==> src/rtl/multi_timer_pkg.sv <==
// Shared register offsets, CTRL bit positions and byte-lane merge helper for multi_timer.
// The DUTY register and PWM outputs exist only when TIMER_PWM_EN is defined.
package multi_timer_pkg;

    typedef enum logic [2:0] {
        TMR_CTRL   = 3'd0,
        TMR_STOP   = 3'd1,
        TMR_COUNT  = 3'd2,
        TMR_STATUS = 3'd3,
        TMR_DUTY   = 3'd4
    } tmr_reg_e;

    localparam int CTRL_EN      = 0;
    localparam int CTRL_ONESHOT = 1;
    localparam int CTRL_IRQEN   = 2;
    localparam int CTRL_CLR     = 3;
    localparam int CTRL_PRE_LSB = 8;

    // Replace only the bytes whose lane enable is set.
    function automatic logic [31:0] byte_merge(input logic [31:0] oldVal,
                                               input logic [31:0] newVal,
                                               input logic [3:0]  be);
        logic [31:0] res;
        res = oldVal;
        for (int b = 0; b < 4; b++) begin
            if (be[b]) res[8*b +: 8] = newVal[8*b +: 8];
        end
        return res;
    endfunction

endpackage

==> src/rtl/multi_timer_channel.sv <==
// One timer channel: prescaler, counter with >= compare, W1C pending flag, IRQ mask.
// With TIMER_PWM_EN defined it also holds DUTY and drives a registered PWM output.
module timer_channel
    import multi_timer_pkg::*;
#(
    parameter int WIDTH     = 32,
    parameter int PRE_WIDTH = 8
) (
    input  logic        clk_i,
    input  logic        rst_ni,
    input  logic        we_i,
    input  logic [2:0]  reg_i,
    input  logic [3:0]  be_i,
    input  logic [31:0] wdata_i,
    output logic [31:0] rdata_o,
    output logic        irq_o
`ifdef TIMER_PWM_EN
    ,
    output logic        pwm_o
`endif
);

    logic                 en_q, en_d, oneshot_q, oneshot_d, irqEn_q, irqEn_d;
    logic                 pending_q, pending_d;
    logic [PRE_WIDTH-1:0] pre_q, pre_d, preCnt_q, preCnt_d;
    logic [WIDTH-1:0]     stop_q, stop_d, count_q, count_d;
    logic [31:0]          ctrlRd;
    logic                 wrCtrl, wrStop, wrCount, wrStatus, clrHit, w1cHit, tick, match;

    assign wrCtrl   = we_i && (reg_i == TMR_CTRL);
    assign wrStop   = we_i && (reg_i == TMR_STOP);
    assign wrCount  = we_i && (reg_i == TMR_COUNT);
    assign wrStatus = we_i && (reg_i == TMR_STATUS);
    assign clrHit   = wrCtrl && be_i[0] && wdata_i[CTRL_CLR];
    assign w1cHit   = wrStatus && be_i[0] && wdata_i[0];
    assign tick     = en_q && (preCnt_q == pre_q);
    assign match    = (count_q >= stop_q);
    assign irq_o    = pending_q && irqEn_q;

    always_comb begin
        ctrlRd                              = '0;
        ctrlRd[CTRL_EN]                     = en_q;
        ctrlRd[CTRL_ONESHOT]                = oneshot_q;
        ctrlRd[CTRL_IRQEN]                  = irqEn_q;
        ctrlRd[CTRL_PRE_LSB +: PRE_WIDTH]   = pre_q;
    end

    // Priority, lowest first: tick, bus writes, clr; pending set wins over W1C.
    always_comb begin
        en_d      = en_q;
        oneshot_d = oneshot_q;
        irqEn_d   = irqEn_q;
        pre_d     = pre_q;
        stop_d    = stop_q;
        count_d   = count_q;
        preCnt_d  = preCnt_q;
        pending_d = pending_q;
        if (en_q) preCnt_d = tick ? '0 : preCnt_q + PRE_WIDTH'(1);
        if (tick) begin
            count_d = match ? '0 : count_q + WIDTH'(1);
            if (match && oneshot_q) en_d = 1'b0;
        end
        if (wrCtrl) begin
            pre_d = PRE_WIDTH'(byte_merge(ctrlRd, wdata_i, be_i) >> CTRL_PRE_LSB);
            if (be_i[0]) begin
                en_d      = wdata_i[CTRL_EN];
                oneshot_d = wdata_i[CTRL_ONESHOT];
                irqEn_d   = wdata_i[CTRL_IRQEN];
            end
        end
        if (wrStop)  stop_d  = WIDTH'(byte_merge(32'(stop_q), wdata_i, be_i));
        if (wrCount) count_d = WIDTH'(byte_merge(32'(count_q), wdata_i, be_i));
        if (clrHit) begin
            count_d  = '0;
            preCnt_d = '0;
        end
        if (w1cHit) pending_d = 1'b0;
        if (tick && match) pending_d = 1'b1;
    end

    always_ff @(posedge clk_i or negedge rst_ni) begin
        if (!rst_ni) begin
            en_q      <= 1'b0;
            oneshot_q <= 1'b0;
            irqEn_q   <= 1'b0;
            pre_q     <= '0;
            stop_q    <= '1;
            count_q   <= '0;
            preCnt_q  <= '0;
            pending_q <= 1'b0;
        end else begin
            en_q      <= en_d;
            oneshot_q <= oneshot_d;
            irqEn_q   <= irqEn_d;
            pre_q     <= pre_d;
            stop_q    <= stop_d;
            count_q   <= count_d;
            preCnt_q  <= preCnt_d;
            pending_q <= pending_d;
        end
    end

`ifdef TIMER_PWM_EN
    logic [WIDTH-1:0] duty_q, duty_d;
    logic             pwm_q, pwm_d;

    always_comb begin
        duty_d = duty_q;
        if (we_i && (reg_i == TMR_DUTY)) duty_d = WIDTH'(byte_merge(32'(duty_q), wdata_i, be_i));
        pwm_d = en_q && (count_q < duty_q);
    end

    always_ff @(posedge clk_i or negedge rst_ni) begin
        if (!rst_ni) begin
            duty_q <= '0;
            pwm_q  <= 1'b0;
        end else begin
            duty_q <= duty_d;
            pwm_q  <= pwm_d;
        end
    end

    assign pwm_o = pwm_q;
`endif

    always_comb begin
        rdata_o = '0;
        case (reg_i)
            TMR_CTRL:   rdata_o = ctrlRd;
            TMR_STOP:   rdata_o = 32'(stop_q);
            TMR_COUNT:  rdata_o = 32'(count_q);
            TMR_STATUS: rdata_o = {31'd0, pending_q};
`ifdef TIMER_PWM_EN
            TMR_DUTY:   rdata_o = 32'(duty_q);
`endif
            default:    rdata_o = '0;
        endcase
    end

endmodule

==> src/rtl/multi_timer.sv <==
// N-channel bus timer: address decode, read mux, interrupt OR and reset synchroniser.
// Defining TIMER_PWM_EN adds per-channel DUTY registers and the pwm_out port.
module multi_timer
    import multi_timer_pkg::*;
#(
    parameter int CHANNELS  = 4,
    parameter int WIDTH     = 32,
    parameter int PRE_WIDTH = 8
) (
    input  logic                          clk,
    input  logic                          resetq,
    input  logic                          select,
    input  logic [3:0]                    wr,
    input  logic [$clog2(CHANNELS)+2:0]   addr,
    input  logic [31:0]                   data_in,
    output logic [31:0]                   data_out,
    output logic                          interrupt
`ifdef TIMER_PWM_EN
    ,
    output logic [CHANNELS-1:0]           pwm_out
`endif
);

    logic [1:0]          rstSync_q;
    logic                rstN;
    logic [7:0]          chIdx;
    logic [31:0]         rdata [CHANNELS];
    logic [CHANNELS-1:0] irq;

    // Assert asynchronously, release two clocks after resetq rises.
    always_ff @(posedge clk or negedge resetq) begin
        if (!resetq) rstSync_q <= 2'b00;
        else         rstSync_q <= {rstSync_q[0], 1'b1};
    end

    assign rstN  = rstSync_q[1];
    assign chIdx = 8'(addr >> 3);

    for (genvar i = 0; i < CHANNELS; i++) begin : g_ch
        timer_channel #(
            .WIDTH     (WIDTH),
            .PRE_WIDTH (PRE_WIDTH)
        ) u_ch (
            .clk_i   (clk),
            .rst_ni  (rstN),
            .we_i    (select && (|wr) && (chIdx == 8'(i))),
            .reg_i   (addr[2:0]),
            .be_i    (wr),
            .wdata_i (data_in),
            .rdata_o (rdata[i]),
            .irq_o   (irq[i])
`ifdef TIMER_PWM_EN
            ,
            .pwm_o   (pwm_out[i])
`endif
        );
    end

    always_comb begin
        data_out = '0;
        for (int i = 0; i < CHANNELS; i++) begin
            if (chIdx == 8'(i)) data_out = rdata[i];
        end
    end

    assign interrupt = |irq;

endmodule

==> config.mk <==
export PLATFORM = sky130hd
export DESIGN_NAME = multi_timer
export DESIGN_NICKNAME = d
export VERILOG_FILES = /design/src/rtl/multi_timer_pkg.sv /design/src/rtl/multi_timer_channel.sv /design/src/rtl/multi_timer.sv
export SDC_FILE = /design/constraint.sdc
export NUM_CORES = 1
export LEC_CHECK = 0
export BUFFER_PORTS_ARGS = -buffer_cell sky130_fd_sc_hd__buf_2
export CORE_MARGIN = 10
export CORE_UTILIZATION = 55
export DETAILED_ROUTE_END_ITERATION = 6
export PLACE_DENSITY_LB_ADDON = 0.05
export SKIP_CTS_REPAIR_TIMING = 1
export SLEW_MARGIN = 20
export SYNTH_ARGS = -nofsm -noshare
export SYNTH_HDL_FRONTEND = slang
export SYNTH_SLANG_ARGS = --single-unit
==> constraint.sdc <==
create_clock -name clk -period 30.6 [get_ports clk]
set_input_delay 4.59 -clock clk [delete_from_list [all_inputs] [get_ports clk]]
set_output_delay 4.59 -clock clk [all_outputs]
set_load 0.01 [all_outputs]
==> summary.md <==
| Metric | Value |
|---|---|
| Status | finished clean |
| Total CTS buffers | 41 |
| Synth Register Bits | around 340 |
| Sequential share of power | 0.408 |
| Mapped Cells | ~2600 |
| Die Y | 223 um |
| Top-area cell type share of the netlist area | 0.231 |
| GRT Total Usage | 0.326 |
| Initial antenna violation count | 2 |
| Combinational Power Share | 0.296 |
| Setup CP Type | in2out |
| Final Net Count | approximately 2800 |
| Max layer used | met5 |
| Top-count cell post-synth | nand2_1 |
| Clk_lat worst skew | ~0.58 ns |
| Sink Count | 338 |
| DRT Pass-1 Iters | 5 |
| Core ar. | between 40000 and 50000 sq um |
| Final Hold Viols | 0 |
| Clock Power Share | 0.295 |
| Met3 Wirelength | 8.43 mm |
| Power per cell area | 75.7 nW/um^2 |
| Max FO, Critical Path | 69 |
| Root Driver | clkbuf_16 |
| TNS Setup | 0 ns |
| Total Wirelength | 83.6 mm |
| Static Leak | 11.1 nW |
| DRT met1 WL | 37.0 mm |
| Register area | 8620 sq um |
| Hold Path Class | reg2reg |
| GR Overflow Total | 0 |
| I/O pin total | 77 |
| Clock buffer depth | 3 |
| Met2 WL | 35.3 mm |
| Multi-input logic area | 13000 sq um |
| Share of flip-flops with an asynchronous set or reset | 1.00 |
| Number of synthesized flops with an enable pin | 0 |
| CTS H-tree depth | 2 |
| CTS tree | done |
| Max Cap Viol | 0 |
| Die footprint | 49900 sq um |
| DRC | 0 |
| Ys flop type | dfrtp_1 |
| Antenna-violating nets left | 0 |
| Routed vias/inst | 6.77 |
| Global-route wire length before repair | 127 mm |
| Worst-Margin Slew | 1.10 ns |
| Number of buffers added on ports | 76 |
| CP required | 26.01 ns |
| Worst Skew | 0.0235 ns |
| Peak VDD IR | 0.0459 mV |
| Crit path time final | 13.45 ns |
| Cell area after synthesis | 22700 sq um |
| Pint | 1.16 mW |
| Pwr Total | approximately 1.9 mW |
| Syn nets | 2760 |
| Fin crit share | 0.440 |
| CTS clk-pin slew, worst paths | ~0.060 ns |
| # rows | 74 |
| Yosys warning count | 0 |
| R2r setup slk | roughly 26 ns |
| DR vias | 21257 |
| Final Slew Violations | 0 |
| Drt wl/cell | 26.6 um |
| Syn Area/Cell | approximately 9 sq um |
| DIE WIDTH | about 220 um |
| DRC violation total after the first TritonRoute iteration | 2684 |
| Sw Share | 0.383 |
| Register area share after synthesis | 0.379 |
| Detail Placement HPWL | 60.2 mm |
| Endpoints failing setup | 0 |
| P_sw | 0.723 mW |
| Worst setup EP type | primary output |
| Diode count | 0 |
| Initial Util | 0.557 |
| Largest net degree at the start of global routing | 77 |
| Vias in the first global route | 19988 |
| Cell variety after synth | 76 |
| Share of cells above drive strength 1 | 0.174 |
| Worst EP arrival | around 8.9 ns |
| Crit start category | input pin |
| Fillers | 3546 |
| Unrepaired setup endpoints after global routing | false |
| Slew HR | 0.265 |
| Dominant cells by area after synthesis | dfrtp_1 (23%), dfstp_2 (15%), ha_1 (7.5%) |
| Cell taking the most area after synthesis | dfrtp_1 |
| Routability Congestion | between 0.9 and 1 |
| Area Overhead vs Synth | 9.69% |
| Top post-synthesis cells by count | nand2_1 (270), dfrtp_1 (210), a21oi_1 (186), o21ai_0 (172), nor2_1 (153) |
| Max Freq | 74.3 MHz |
[final timing paths]
kind | startpoint | endpoint | depth (start not counted)
max | addr[0] | data_out[4] | 10
min | rstSync_q[0] | rstSync_q[1] | 0
max reg2reg | g_ch[3].u_ch.stop_q[31] | g_ch[3].u_ch.count_q[21] | 9
min reg2reg | rstSync_q[0] | rstSync_q[1] | 0
max in group asynchronous | resetq | rstSync_q[1] | 1
min in group asynchronous | rstSync_q[1] | g_ch[1].u_ch.pre_q[1] | 0
[sequential cells by signal, indices dropped and copies added (netlist names)]
| signal | count |
|---|---|
| g_ch.u_ch.preCnt_q | 32 |
| g_ch.u_ch.irqEn_q | 4 |
| g_ch.u_ch.oneshot_q | 4 |
| g_ch.u_ch.stop_q | 128 |
| g_ch.u_ch.count_q | 128 |
| g_ch.u_ch.pre_q | 32 |
| rstSync_q | 2 |
| g_ch.u_ch.en_q | 4 |
| g_ch.u_ch.pending_q | 4 |
[routing by layer]
metal / vias to the layer above / track usage
met5: - / 0
li1: 9408 / -
met1: 10521 / 0.474
met2: 1153 / 0.469
met3: 173 / 0.0684
met4: 2 / 0.113
[cells by family after synthesis]
kind of cell | synth area share
AOI/OAI and AO/OA | 0.214
xor gates and xnor gates | 0.0335
adders and majority gates | 0.0748
buffers and inverters | 0.0513
DFF | 0.379
muxes | 0.0660
other | 0.000165
and+or+nand+nor | 0.181
[cells in the final DEF (no fill, tap or decap), types with 15 or more instances in the layout]
cell type and n:
xnor2_1 44, a21oi_1 186, and3_1 88, nor3_1 27, a22oi_1 52, a21o_1 52, nor3b_1 35, mux2_2 110
mux2i_1 15, nand2b_1 19, buf_4 30, o21ai_0 172, ha_1 136, buf_2 76, xor2_1 43, nand4_1 42
nor2_1 151, a221oi_1 48, nand3_1 110, dfstp_2 128, a211oi_1 41, dfrtp_1 209, inv_1 148, nor2b_1 16
clkbuf_16 43, nand2_1 270, o22ai_1 51, and2_1 15
[power by group through the flow]
stage / clock, mW / combinational (mW) / sequential (mW)
final: 0.558 / 0.559 / 0.771
after global routing: 0.579 / 0.625 / 0.782
after CTS: 0.560 / 0.551 / 0.759
after detailed placement: 0 / 0.548 / 0.764
after global placement: 0 / 0.524 / 0.769
after floorplan: 0 / 0.417 / 0.684
[layout make-up]
cell class	instances	area share
clock inverters	19	0.0121
well taps	532	0.0267
multi-input cells	1941	0.520
clock buffers	57	0.0489
repair buffers	106	0.0243
inverters	148	0.0223
flip-flops and latches	338	0.346
[worst max-delay path: stages]
cell and delay [ns]:
buf_2 0.53, nor2b_2 0.25, buf_4 0.38, nor2b_4 0.60
buf_4 0.38, buf_4 0.66, a211oi_1 0.18, or4_1 0.46
a211oi_1 0.55, buf_2 0.26
[stage by stage]
step,util,setup slack (ns),cell area [sq um],hold WS (ns),std cells
after global placement,0.574,17.50,23400,0.338,3065
final,0.611,17.15,24900,0.357,3141
after global routing,0.611,17.06,24900,0.372,3141
after detailed placement,0.574,17.31,23400,0.346,3065
after CTS,0.611,17.30,24900,0.362,3141
after floorplan,-,19.31,22700,0.331,2580
No activity file was read; power rests on OpenSTA's default activity.
